`src/rtl/loader_pkg.sv`:
```
// Shared types and constants for the UART instruction-word loader.
package loader_pkg;
  typedef enum logic [1:0] {IDLE, COLLECT, WRITE, DONE} state_t;

  localparam int BYTES_PER_WORD = 4;
  localparam int BYTE_IDX_W     = $clog2(BYTES_PER_WORD);
endpackage

```
`src/rtl/byte_to_word_packer.sv`:
```
// MSB-first byte-to-word shift register with byte index; one byte per cycle, no stall.
// word_next/last are combinational views of the word that the current byte completes.
module byte_to_word_packer
  import loader_pkg::*;
(
  input  logic        clk,
  input  logic        reset,
  input  logic        clear,
  input  logic        shift,
  input  logic [7:0]  data,
  output logic [31:0] word_next,
  output logic        last,
  output logic        empty
);

  logic [31:0]           shreg;
  logic [BYTE_IDX_W-1:0] idx;

  always_ff @(posedge clk or posedge reset) begin
    if (reset) begin
      shreg <= '0;
      idx   <= '0;
    end else if (clear) begin
      shreg <= '0;
      idx   <= '0;
    end else if (shift) begin
      shreg <= word_next;
      // Index wraps to 0 after the last byte, so the next byte starts a fresh word.
      idx   <= idx + BYTE_IDX_W'(1);
    end
  end

  assign word_next = {shreg[23:0], data};
  assign last      = (idx == BYTE_IDX_W'(BYTES_PER_WORD - 1));
  assign empty     = (idx == '0);

endmodule

```
`src/rtl/uart_word_loader.sv`:
```
// Assembles UART bytes into 32-bit words and writes NUM_WORDS of them to instruction memory.
// Write strobe follows the completing byte by one cycle; no backpressure, partial words time out.
module uart_word_loader
  import loader_pkg::*;
#(
  parameter int NUM_WORDS      = 7,
  parameter int ADDR_W         = 8,
  parameter int TIMEOUT_CYCLES = 1_000_000
) (
  input  logic              clk,
  input  logic              reset,
  input  logic              io_data_valid,
  input  logic [7:0]        io_data_packet,
  input  logic              load_enable,
  output logic              imem_we,
  output logic [ADDR_W-1:0] imem_addr,
  output logic [31:0]       imem_wdata,
  output logic              load_done,
  output logic              timeout_err
);

  localparam int TC_W = (TIMEOUT_CYCLES > 1) ? $clog2(TIMEOUT_CYCLES) : 1;
  localparam int WC_W = $clog2(NUM_WORDS + 1);

  state_t            state;
  logic [ADDR_W-1:0] addr;
  logic [WC_W-1:0]   wcount;
  logic [TC_W-1:0]   tcnt;

  logic        accept;
  logic        clear;
  logic        timeout_hit;
  logic [31:0] word_next;
  logic        last;
  logic        empty;

  // Bytes are taken in WRITE as well, so a back-to-back stream never loses one.
  assign accept      = io_data_valid && ((state == COLLECT) || (state == WRITE));
  assign timeout_hit = (state == COLLECT) && load_enable && !io_data_valid && !empty &&
                       (tcnt == TC_W'(TIMEOUT_CYCLES - 1));
  assign clear       = ((state == IDLE) && load_enable) || timeout_hit;

  byte_to_word_packer u_packer (
    .clk       (clk),
    .reset     (reset),
    .clear     (clear),
    .shift     (accept),
    .data      (io_data_packet),
    .word_next (word_next),
    .last      (last),
    .empty     (empty)
  );

  always_ff @(posedge clk or posedge reset) begin
    if (reset) begin
      state       <= IDLE;
      addr        <= '0;
      wcount      <= '0;
      tcnt        <= '0;
      imem_we     <= 1'b0;
      imem_addr   <= '0;
      imem_wdata  <= '0;
      load_done   <= 1'b0;
      timeout_err <= 1'b0;
    end else begin
      case (state)
        IDLE: begin
          imem_we <= 1'b0;
          if (load_enable) begin
            state       <= COLLECT;
            addr        <= '0;
            wcount      <= '0;
            tcnt        <= '0;
            timeout_err <= 1'b0;
          end
        end
        COLLECT: begin
          if (!load_enable) begin
            state <= IDLE;
          end else if (io_data_valid) begin
            tcnt <= '0;
            if (last) begin
              state      <= WRITE;
              imem_we    <= 1'b1;
              imem_wdata <= word_next;
              imem_addr  <= addr;
            end
          end else if (!empty) begin
            if (timeout_hit) begin
              tcnt        <= '0;
              timeout_err <= 1'b1;
            end else begin
              tcnt <= tcnt + TC_W'(1);
            end
          end
        end
        WRITE: begin
          imem_we <= 1'b0;
          addr    <= addr + ADDR_W'(1);
          wcount  <= wcount + WC_W'(1);
          tcnt    <= '0;
          if (!load_enable) begin
            state <= IDLE;
          end else if (wcount == WC_W'(NUM_WORDS - 1)) begin
            state     <= DONE;
            load_done <= 1'b1;
          end else begin
            state <= COLLECT;
          end
        end
        DONE: begin
          if (!load_enable) begin
            state     <= IDLE;
            load_done <= 1'b0;
          end
        end
        default: state <= IDLE;
      endcase
    end
  end

endmodule

```
`config.mk`:
```
export PLATFORM = sky130hd
export DESIGN_NAME = uart_word_loader
export DESIGN_NICKNAME = d
export VERILOG_FILES = /design/src/rtl/loader_pkg.sv /design/src/rtl/byte_to_word_packer.sv /design/src/rtl/uart_word_loader.sv
export SDC_FILE = /design/constraint.sdc
export NUM_CORES = 1
export LEC_CHECK = 0
export ABC_AREA = 1
export CORE_AREA = 2 2 106 108
export CTS_CLUSTER_SIZE = 16
export DETAILED_ROUTE_END_ITERATION = 6
export DIE_AREA = 0 0 108 110
export PLACE_DENSITY = 0.61
export SETUP_SLACK_MARGIN = 0.05
export SKIP_CTS_REPAIR_TIMING = 1
export SYNTH_ARGS = -nofsm -noshare
export SYNTH_HDL_FRONTEND = slang
export SYNTH_SLANG_ARGS = --single-unit
```
`constraint.sdc`:
```
create_clock -name clk -period 3.9 [get_ports clk]
set_input_delay 0.39 -clock clk [delete_from_list [all_inputs] [get_ports clk]]
set_output_delay 0.39 -clock clk [all_outputs]
set_load 0.01 [all_outputs]
```
# == After elaboration in Yosys (flattened, before gate mapping) ==
# Index checks and enable logic that the tools add are counted.
# word_totals
register_bits,102
in_bits,12
output_inout_bits,43
word_cells,96
# op_classes
addsub,4
n_eq_ne,19
mux,36
n_reduce_logical,26
# ops
operator,n
$mux 20,5
$pmux 20 s3,1
$mux 24,2
$add 20x1->20 const B,1
$eq 20x20->1 const B,1
$reduce_and 4->1,5
$mux 2,9
$ne 2x2->1 const B,9
$pmux 8 s2,1
$mux 1,11
$reduce_bool 2->1,5
$ne 3x3->1 const B,3
$add 8x1->8 const B,1
$mux 8,1
$pmux 2 s4,1
$eq 2x2->1 const B,3
$logic_and 1x1->1,6
$pmux 1 s2,3
$pmux 3 s2,1
$reduce_and 6->1,1
$logic_not 2->1,2
$add 3x1->3 const B,1
$eq 3x3->1 const B,1
$mux 3,1
8 further kinds,10

# == Depth between registers and ports, before layout ==
# Gate-level depths: netlist of the first run.
# logic_depth
word_depth,10
mapped_depth,12
mapped_depth_nobuf,11

# == By module ==
# A second synthesis of the first run with hierarchy kept.
# hier_totals
cells_unflattened,606
hier_area_um2,4862.2
# by_module_without_submodules
mod,n_inst,cells_per_inst,area_each_um2
uart_word_loader,1,480,3721.1
byte_to_word_packer,1,126,1141.1

# == Least setup slack after synthesis of the first run ==
# No wires, ideal clock.
# synth_timing
kind,register to register
startpoint,reg state[1]
endpoint,reg tcnt[10]
arrival_ns,1.543
setup_slack_ns,2.237
stages_incl_launch_ff,13
path_buffers,1
synth_period_minus_slack_ns,1.663
path_cell_list,dfrtp_1 > inv_1 > ha_1 > buf_4 > inv_1 > nor2_2 > nand2_1 > nor2_1 > nand3_2 > nand2_1 > nand2_2 > inv_2 > nor2_1
# synth_between
elab_chain_len,10
elab_cells_between_ends,17
classes_between,eq/ne: 5; mux: 5; reduce/logical: 7
# synth_lines
element,line_no,text
from (decl),uart_word_loader.sv:25,state_t state;
from (signal assigned),uart_word_loader.sv:56,state <= IDLE;
from (signal assigned),uart_word_loader.sv:70,state <= COLLECT;
from (signal assigned),uart_word_loader.sv:79,state <= IDLE;
$eq 2x1->1,"uart_word_loader.sv:39, uart_word_loader.sv:66",
$logic_and 1x1->1 (4 in series),uart_word_loader.sv:39,assign timeout_hit = (state == COLLECT) && load_enable && !io_data_valid && !empty &&
$mux 20,uart_word_loader.sv:89,if (timeout_hit) begin
$mux 20,uart_word_loader.sv:88,end else if (!empty) begin
$mux 20,uart_word_loader.sv:80,end else if (io_data_valid) begin
$mux 20,uart_word_loader.sv:78,if (!load_enable) begin
$pmux 20 s3,uart_word_loader.sv:66,case (state)
to (signal assigned),uart_word_loader.sv:93,tcnt <= tcnt + TC_W'(1);
to (decl),uart_word_loader.sv:28,logic [TC_W-1:0] tcnt;
# Several ways; a longest one is shown, not always the timed one. The select of a mux whose other input is x is not followed.
# A chain may end at the register's enable or synchronous reset.

# == Worst setup path in the final report of the first run ==
# layout_timing
startpoint,reg state[0]
endpoint,reg u_packer.idx[0]
# layout_between
elab_chain_len,7
elab_cells_between_ends,13
classes_between,eq/ne: 2; mux: 1; reduce/logical: 10
# layout_lines
element,line_no,text
$eq 2x1->1,"uart_word_loader.sv:38, uart_word_loader.sv:39",
$logic_and 1x1->1 (4 in series),uart_word_loader.sv:39,
$logic_or 1x1->1,uart_word_loader.sv:41,assign clear = ((state == IDLE) && load_enable) || timeout_hit;
$mux 2 or $reduce_bool 2->1 (tied branches),-,
to (signal assigned),byte_to_word_packer.sv:29,idx <= idx + BYTE_IDX_W'(1);
to (decl),byte_to_word_packer.sv:17,logic [BYTE_IDX_W-1:0] idx;
# Several ways; a longest one is shown, not always the timed one.

==> impl_metrics.csv, run 1 <==
group,metric,value,unit
critical_path,crit_start,"state[0]",
placed_design,dpl_worst_slack,1330,ps
synthesis,synth_edf_count,0,
global_routing,antenna_found_initial,0,
timing,setup_viol,0,
placed_design,dpl.hpwl,7070,um
timing,maxSlewViolCount,0,
drt,drc,0,
synthesis,ys_ff_latch,102,
layout,final_common_cell,"nand2_1",
synthesis,synthAdderAreaFrac,2.90,%
synthesis,syn_area_per_cell,8.04,um^2
layout,drive_above_1_share,4.97,%
drt,drtAntennaViolNets,0,
die,initial_core_util,44.3,%
global_routing,grt_max_degree,54,
layout,num_antenna_cells,0,
synthesis,synth.distinct_cells,26,
critical_path,worst-r2r-setup-slack,1310,ps
critical_path,cp.required,4200,ps
layout,final_nets,663,
die,row_count,38,
synthesis,synth_top_family_by_area,"simple AND/OR/NAND/NOR gates",
critical_path,critical_path.endpoint_type,"register",
critical_path,worstReg2RegStart,"state[0]",
placed_design,placed_cells,769,
die,core,10700,um^2
synthesis,synth-main-ff-cell,"dfrtp_1",
layout,fin_cells,784,
clock_network,cts_tree,"built",
global_routing,use_met3,2.70,%
timing,period_needed,2590,ps
outcome,outcome,"finished, final reports clean",
die,dieWidth,108,um
power,vdd.ir_drop.worst,0.258,mV
synthesis,synth_seq_area_share,53.8,%
timing,finalHoldViolCount,0,
clock_network,clock-sinks,102,
power,leakage,2.74,nW
global_routing,grt_usage,18.5,%
timing,finClkSkew,12.1,ps
die,dieArea,11900,um^2
timing,worstMarginPinSlew,823,ps
clock_network,numCtsBuffers,9,
global_routing,met2_usage,27.3,%
timing,max_freq,0.387,GHz
critical_path,worstPathArrival,2880,ps
drt,wl_per_cell,12.6,um
layout,syn_to_final_growth,18.1,%
synthesis,yosys-mux-area-fraction,0,%
synthesis,synth_compound_area_share,5.54,%
timing,relSlewSlack,45.0,%
critical_path,cp_max_fo,26,
clock_network,htree_levels,3,
placed_design,io_buffers,54,
drt,vias_per_cell,4.87,
drt,dr.pass1.iters,4,
synthesis,async_flop_share,100,%
drt,wirelength,9920,um
clock_network,clockBufferDepth,2,
critical_path,r2r_end,"u_packer.idx[0]",
critical_path,cp-start-kind,"register",
synthesis,synth-xor-area-share,1.66,%
global_routing,grt.busiest_layer,"met1",
placed_design,place_congestion,0.875,
global_routing,grt_overflow,0,
critical_path,rr_worst_depth,5,
synthesis,yosys_warnings,0,
critical_path,critical_path_class,"reg -> reg",
drt,vias,3817,
timing,fin_worst_hold_slack,466,ps
clock_network,cts-root-buf,"clkbuf_8",
timing,setup_slack,1310,ps
timing,timing.final.crit_share,66.3,%
drt,drtIter0Drc,226,
flow_run,maxCapViolations,0,
synthesis,synth.cell_area,4740,um^2
synthesis,synth.net_count,613,
power,power_density,595,nW/um^2
die,fp.dieH,110,um
hold_path,hold_class,"in -> async",
synthesis,netlist_instances,590,
timing,fin_tns_setup,0,ps
global_routing,grtUsageMet1,27.5,%
layout,most-common-layout-cells,"215 x nand2_1, 102 x dfrtp_1, 61 x nor2_1",
clock_network,clk_pin_slew,90,ps
clock_network,clock_latency,380,ps
synthesis,synth-simple-area-share,30.1,%
timing,grt_setup_unrepaired,"false",
global_routing,grt_pass1_vias,3568,
global_routing,grt_pass1_wl,17400,um
die,io_pins,55,
-- metrics by stage --
| step | instance area (um^2) | utilization [%] | power [mW] |
|---|---|---|---|
| 2_1_floorplan | 4740 | - | 2.25 |
| 3_3_place_gp | 5400 | 50.5 | 2.66 |
| 3_5_place_dp | 5400 | 50.5 | 2.68 |
| 4_1_cts | 5600 | 52.4 | 3.36 |
| 5_1_grt | 5600 | 52.4 | 3.59 |
| 6_report | 5600 | 52.4 | 3.33 |
-- cells in the mapped netlist, types with 8 or more instances --
master	instances	area share, %
nand3_1	42	4.4
nor2_1	61	4.8
nand4_1	8	1.1
ha_1	11	2.9
clkbuf_1	14	1.1
o21ai_0	14	1.5
inv_1	48	3.8
a21oi_1	32	3.4
xor2_1	8	1.5
dfrtp_1	102	54
nor3_1	8	0.84
nand2_1	215	17
-- critical path, cell delays in order (launching register included) --
cell     delay [ps]
dfrtp_1         430
inv_1            80
ha_1            810
nand2_1         720
xor2_1          320
nor2_1          140
-- layer usage --
metal	vias up	part of all wire, %
li1	1959	-
met1	1783	51
met2	64	43
met3	11	3.4
met4	0	1.8
met5	-	0
-- kinds of logic (layout without fill, tap and decap cells) --
family                   Yosys count  after routing
flip-flops                       102            102
XOR/XNOR                           9              9
AO/OA/AOI/OAI                     51             51
AND/OR/NAND/NOR                  346            346
adder cells (fa/ha/maj)           11             11
buffers and inverters             71            125
-- sequential cells by signal, indices dropped and copies added (netlist names) --
signal	count
u_packer.shreg	24
u_packer.idx	2
addr	8
timeout_err	1
tcnt	20
imem_wdata	32
imem_we	1
state	2
load_done	1
wcount	3
imem_addr	8
-- how the worst max path moves through the flow --
stage	depth (start not counted)	end
CTS	5	u_packer.idx[0]
floorplan	1	addr[0]
finish	5	u_packer.idx[0]
global placement	5	u_packer.idx[0]
global route	5	u_packer.idx[0]
detailed placement	5	u_packer.idx[0]
-- layout make-up --
cell class / instances / area, um^2
repair buffers: 58 / 571
fillers: 1068 / 5100
clock inverters: 4 / 56.3
flip-flops and latches: 102 / 2550
multi-input cells: 417 / 1910
well taps: 140 / 175
inverters: 52 / 198
clock buffers: 11 / 141
-- where the power goes --
group / total [mW] / switching [mW] / internal, mW
Sequential: 1.52 / 0.195 / 1.33
Clock: 0.679 / 0.363 / 0.316
Combinational: 1.13 / 0.695 / 0.437
No activity file was read; power rests on OpenSTA's default activity.
==> inputs of run 2 (changes only) <==
PLACE_DENSITY = 0.64   (was 0.61)
clock period = 2.3 ns   (was 3.9 ns; I/O delays follow)
==> impl_metrics.csv, run 2 (same netlist as run 1, synthesis figures left out) <==
group,metric,value,unit
drt,vias_per_cell,4.90,
layout,syn_to_final_growth,19.1,%
die,dieWidth,108,um
hold_path,hold_class,"in -> async",
critical_path,critical_path_class,"reg -> reg",
power,report.power.total,5.72,mW
layout,largest_register_ffs,32,
timing,timing.final.crit_share,86.7,%
drt,drtAntennaViolNets,0,
critical_path,rr_worst_depth,9,
critical_path,cp_num_cells,9,
critical_path,worstPathCellList,"inv_1 > ha_1 > inv_1 > nor2_2 > nand2_1 > nor2_1 > nand3_2 > nand2_2 > a21oi_1",
clock_network,clockBufferDepth,2,
clock_network,clock_latency,370,ps
critical_path,worstPathArrival,2230,ps
timing,relSlewSlack,53.0,%
timing,maxSlewViolCount,0,
drt,drtIter0Drc,240,
drt,wirelength,9890,um
placed_design,dpl.hpwl,6820,um
global_routing,grt_pass1_wl,16800,um
timing,setup_slack,306,ps
power,leakage,2.76,nW
timing,setup_viol,0,
critical_path,cpMostUsedCell,"inv_1",
clock_network,cts-root-buf,"clkbuf_8",
die,dieArea,11900,um^2
critical_path,cp_max_fo,26,
layout,fillCellCount,1027,
layout,final_util,52.8,%
layout,final_nets,665,
layout,largest-register,"imem_wdata",
placed_design,dpl_worst_slack,205,ps
drt,vias,3855,
drt,wl_per_cell,12.6,um
global_routing,grt_overflow,0,
critical_path,critPathTopFamily,"simple AND/OR/NAND/NOR gates",
critical_path,cp-start-kind,"register",
critical_path,cp_slowest_stage_delay,420,ps
die,fp.dieH,110,um
layout,top_regs,"imem_wdata x32, u_packer.shreg x24, tcnt x20",
die,core,10700,um^2
layout,drive_above_1_share,5.56,%
clock_network,htree_levels,3,
critical_path,critical_path.endpoint_type,"register",
timing,grt_setup_unrepaired,"false",
critical_path,worst-path-buf-inv,2,
power,power_density,1010,nW/um^2
clock_network,clock-sinks,102,
drt,dr.pass1.iters,5,
placed_design,placed_cells,771,
layout,fin_cells,787,
timing,period_needed,1990,ps
drt,drc,0,
clock_network,cts_tree,"built",
flow_run,maxCapViolations,0,
layout,most-common-layout-cells,"215 x nand2_1, 102 x dfrtp_1, 61 x nor2_1",
die,initial_core_util,44.3,%
critical_path,worst-r2r-setup-slack,310,ps
placed_design,place_congestion,0.848,
layout,num_antenna_cells,0,
die,io_pins,55,
timing,finClkSkew,8.85,ps
layout,final_common_cell,"nand2_1",
timing,fin_tns_setup,0,ps
clock_network,clk_pin_slew,100,ps
global_routing,grt_max_degree,103,
placed_design,io_buffers,54,
timing,finalHoldViolCount,0,
critical_path,slowest_stage,"dfrtp_1",
global_routing,grt_pass1_vias,3624,
clock_network,numCtsBuffers,9,
timing,worstMarginPinSlew,704,ps
global_routing,antenna_found_initial,0,
critical_path,cp.required,2530,ps
outcome,outcome,"finished, final reports clean",
global_routing,grt_usage,17.8,%
power,vdd.ir_drop.worst,0.447,mV
timing,max_freq,0.502,GHz
die,row_count,38,
## run 2: cell count changes in the layout (fill, tap and decap cells not counted)
cell,previous run,this run
clkbuf_8,10,12
clkinv_4,2,0
clkinvlp_4,0,2
buf_12,0,1
buf_4,4,5
clkbuf_1,1,0
clkinv_2,0,1
inv_4,1,0
## run 2: worst paths after layout
path | startpoint | end
worst max-delay path | state[1] | u_packer.shreg[15]
worst max register to register | state[1] | u_packer.shreg[15]
max in group asynchronous | reset | imem_addr[3]
worst min-delay path | reset | tcnt[6]
min in group clk | io_data_packet[0] | imem_wdata[0]
worst min register to register | imem_wdata[5] | imem_wdata[5]
## run 2: metrics by stage
stage,hold slack [ps],instance area [um^2]
after floorplan,347,4750
after global placement,453,5430
after detailed placement,458,5430
after CTS,374,5650
after global routing,384,5650
final,343,5650
## run 2: per-layer routing
| layer | wire length, um | track usage [%] | vias to the layer above |
|---|---|---|---|
| met5 | 0 | 0 | - |
| met4 | 158 | 6.87 | 0 |
| met3 | 310 | 2.41 | 11 |
| met2 | 4630 | 28.8 | 63 |
| met1 | 4780 | 24.4 | 1827 |
| li1 | - | - | 1954 |
## run 2: area by class of cell
class                   instances  area [um^2]  share of cell area [%]
inverters                      52          199                    3.52
clock buffers                  12          165                    2.92
clock inverters                 4         51.3                   0.908
flip-flops and latches        102         2550                    45.2
repair buffers                 60          598                    10.6
multi-input cells             417         1910                    33.8
well taps                     140          175                    3.10
## run 2: power breakdown
group          total, mW  switching (mW)  internal, mW  leakage [nW]
combinational       1.94            1.17         0.767          1.25
sequential          2.58           0.327          2.25          1.40
clock               1.21           0.617         0.595         0.109
total               5.72            2.11          3.61          2.76
## run 2: worst min-delay path, delay by kind of cell
kind	cells	cell delay [ps]
buffers and inverters	3	940
==> inputs of run 3 (changes only) <==
GPL_TIMING_DRIVEN = 0   (was default)
==> impl_metrics.csv, run 3 (same netlist as run 1, synthesis figures left out) <==
group,metric,value,unit
clock_network,clockBufferDepth,2,
power,clock_power_share,19.2,%
critical_path,cp-endpoint,"u_packer.shreg[11]",
die,fp.dieH,110,um
global_routing,grt_pass1_vias,3743,
layout,final_common_cell,"nand2_1",
critical_path,cp_slowest_stage_delay,450,ps
global_routing,grt_pass1_wl,17700,um
power,comb_power_share,35.3,%
timing,setup_viol,0,
layout,most-common-layout-cells,"215 x nand2_1, 102 x dfrtp_1, 61 x nor2_1",
placed_design,io_buffers,54,
clock_network,cts_tree,"built",
timing,maxSlewViolCount,0,
die,row_count,38,
timing,period_needed,2010,ps
timing,worstMarginPinSlew,704,ps
placed_design,dpl_worst_slack,155,ps
layout,largest-register,"imem_wdata",
layout,num_antenna_cells,0,
layout,final_nets,680,
power,vdd.ir_drop.worst,0.470,mV
drt,vias,3924,
hold_path,hold_class,"in -> async",
critical_path,worstPathArrival,2300,ps
layout,drive_above_1_share,5.74,%
global_routing,antenna_found_initial,0,
critical_path,cp.required,2590,ps
global_routing,grt_max_degree,40,
critical_path,worst-r2r-setup-slack,290,ps
timing,timing.final.crit_share,87.5,%
die,dieWidth,108,um
drt,dr.pass1.iters,4,
critical_path,worstReg2RegStart,"state[0]",
critical_path,worstPathCellList,"inv_1 > ha_1 > clkbuf_1 > nand2_1 > clkbuf_1 > nand2_1 > a21oi_1",
power,seqPwrFrac,45.6,%
drt,vias_per_cell,4.89,
power,leakage,2.77,nW
critical_path,cp-start-kind,"register",
layout,largest_register_ffs,32,
clock_network,clock_latency,370,ps
clock_network,cts-root-buf,"clkbuf_8",
critical_path,slowest_stage,"dfrtp_1",
placed_design,dpl.hpwl,7590,um
timing,max_freq,0.497,GHz
critical_path,cp_max_fo,10,
critical_path,crit_start,"state[0]",
die,dieArea,11900,um^2
timing,finClkSkew,11.0,ps
outcome,outcome,"finished, final reports clean",
clock_network,numCtsBuffers,9,
die,io_pins,55,
die,initial_core_util,44.3,%
drt,drtAntennaViolNets,0,
layout,syn_to_final_growth,20.1,%
critical_path,r2r_end,"u_packer.shreg[11]",
global_routing,grt_usage,18.6,%
critical_path,critical_path_class,"reg -> reg",
drt,wirelength,10300,um
timing,fin_tns_setup,0,ps
flow_run,maxCapViolations,0,
layout,final_util,53.2,%
power,switchingPower,2.21,mW
drt,drc,0,
placed_design,place_congestion,0.869,
power,swShare,38.7,%
clock_network,clock-sinks,102,
clock_network,htree_levels,3,
power,power_density,1000,nW/um^2
layout,fillCellCount,1035,
timing,grt_setup_unrepaired,"false",
power,p_int,3.50,mW
die,core,10700,um^2
timing,setup_slack,288,ps
layout,top_regs,"imem_wdata x32, u_packer.shreg x24, tcnt x20",
global_routing,grt_overflow,0,
drt,drtIter0Drc,179,
timing,relSlewSlack,53.0,%
drt,wl_per_cell,12.9,um
timing,finalHoldViolCount,0,
critical_path,critical_path.endpoint_type,"register",
critical_path,rr_worst_depth,7,
clock_network,clk_pin_slew,100,ps
-- run 3: cell types whose count changed in the layout (fill, tap and decap cells not counted), sizes merged --
cell	delta
inv	+2
clkinv	+1
clkbuf	+12
bufinv	-1
buf	+1
-- run 3: worst min-delay path by stage --
stage               depth (start not counted)  slack (ps)         startpoint             end
floorplan                                   2         350  io_data_packet[0]   imem_wdata[0]
global placement                            2         450     imem_wdata[25]  imem_wdata[25]
detailed placement                          2         460     imem_wdata[28]  imem_wdata[28]
CTS                                         2         330              reset         tcnt[7]
global route                                2         380              reset       wcount[2]
finish                                      2         310              reset         tcnt[5]
-- run 3: per-stage QoR --
step / power [mW] / area (um^2) / cells / hold slack (ps)
after floorplan: 3.82 / 4750 / 590 / 347
after global placement: 4.59 / 5460 / 784 / 454
after detailed placement: 4.65 / 5500 / 786 / 459
after CTS: 5.77 / 5690 / 802 / 326
after global routing: 6.15 / 5700 / 802 / 377
final: 5.71 / 5700 / 802 / 313
-- run 3: layer usage --
metal	wire (um)	track usage, %	vias to the layer above
met4	113	4.95	0
met3	357	3.00	10
met5	0	0	-
met2	4910	31.1	75
met1	4950	25.5	1852
li1	-	-	1987
-- run 3: area by class of cell --
class                      instances  area, um^2  area share (%)
buffer                            19        90.1            1.58
clock buffer                      10         138            2.42
clock inverter                     6        53.8           0.945
inverter                          52         199            3.49
multi-input combinational        417        1910            33.5
sequential                       102        2550            44.8
tap                              140         175            3.08
timing repair buffer              56         581            10.2
-- run 3: critical path: cells and delay by family (launching register included) --
kind	cells	cell delay, ps
buffers and inverters	3	660
AND/OR/NAND/NOR	2	390
AO/OA/AOI/OAI	1	140
flip-flops	1	450
adder cells (fa/ha/maj)	1	310
-- run 3: power groups by stage --
stage | sequential, mW | clock (mW) | combinational, mW
final | 2.60 | 1.09 | 2.01
after global placement | 2.61 | 0 | 1.98
after detailed placement | 2.62 | 0 | 2.03
after global routing | 2.66 | 1.21 | 2.28
after floorplan | 2.62 | 0 | 1.21
after CTS | 2.59 | 1.14 | 2.04
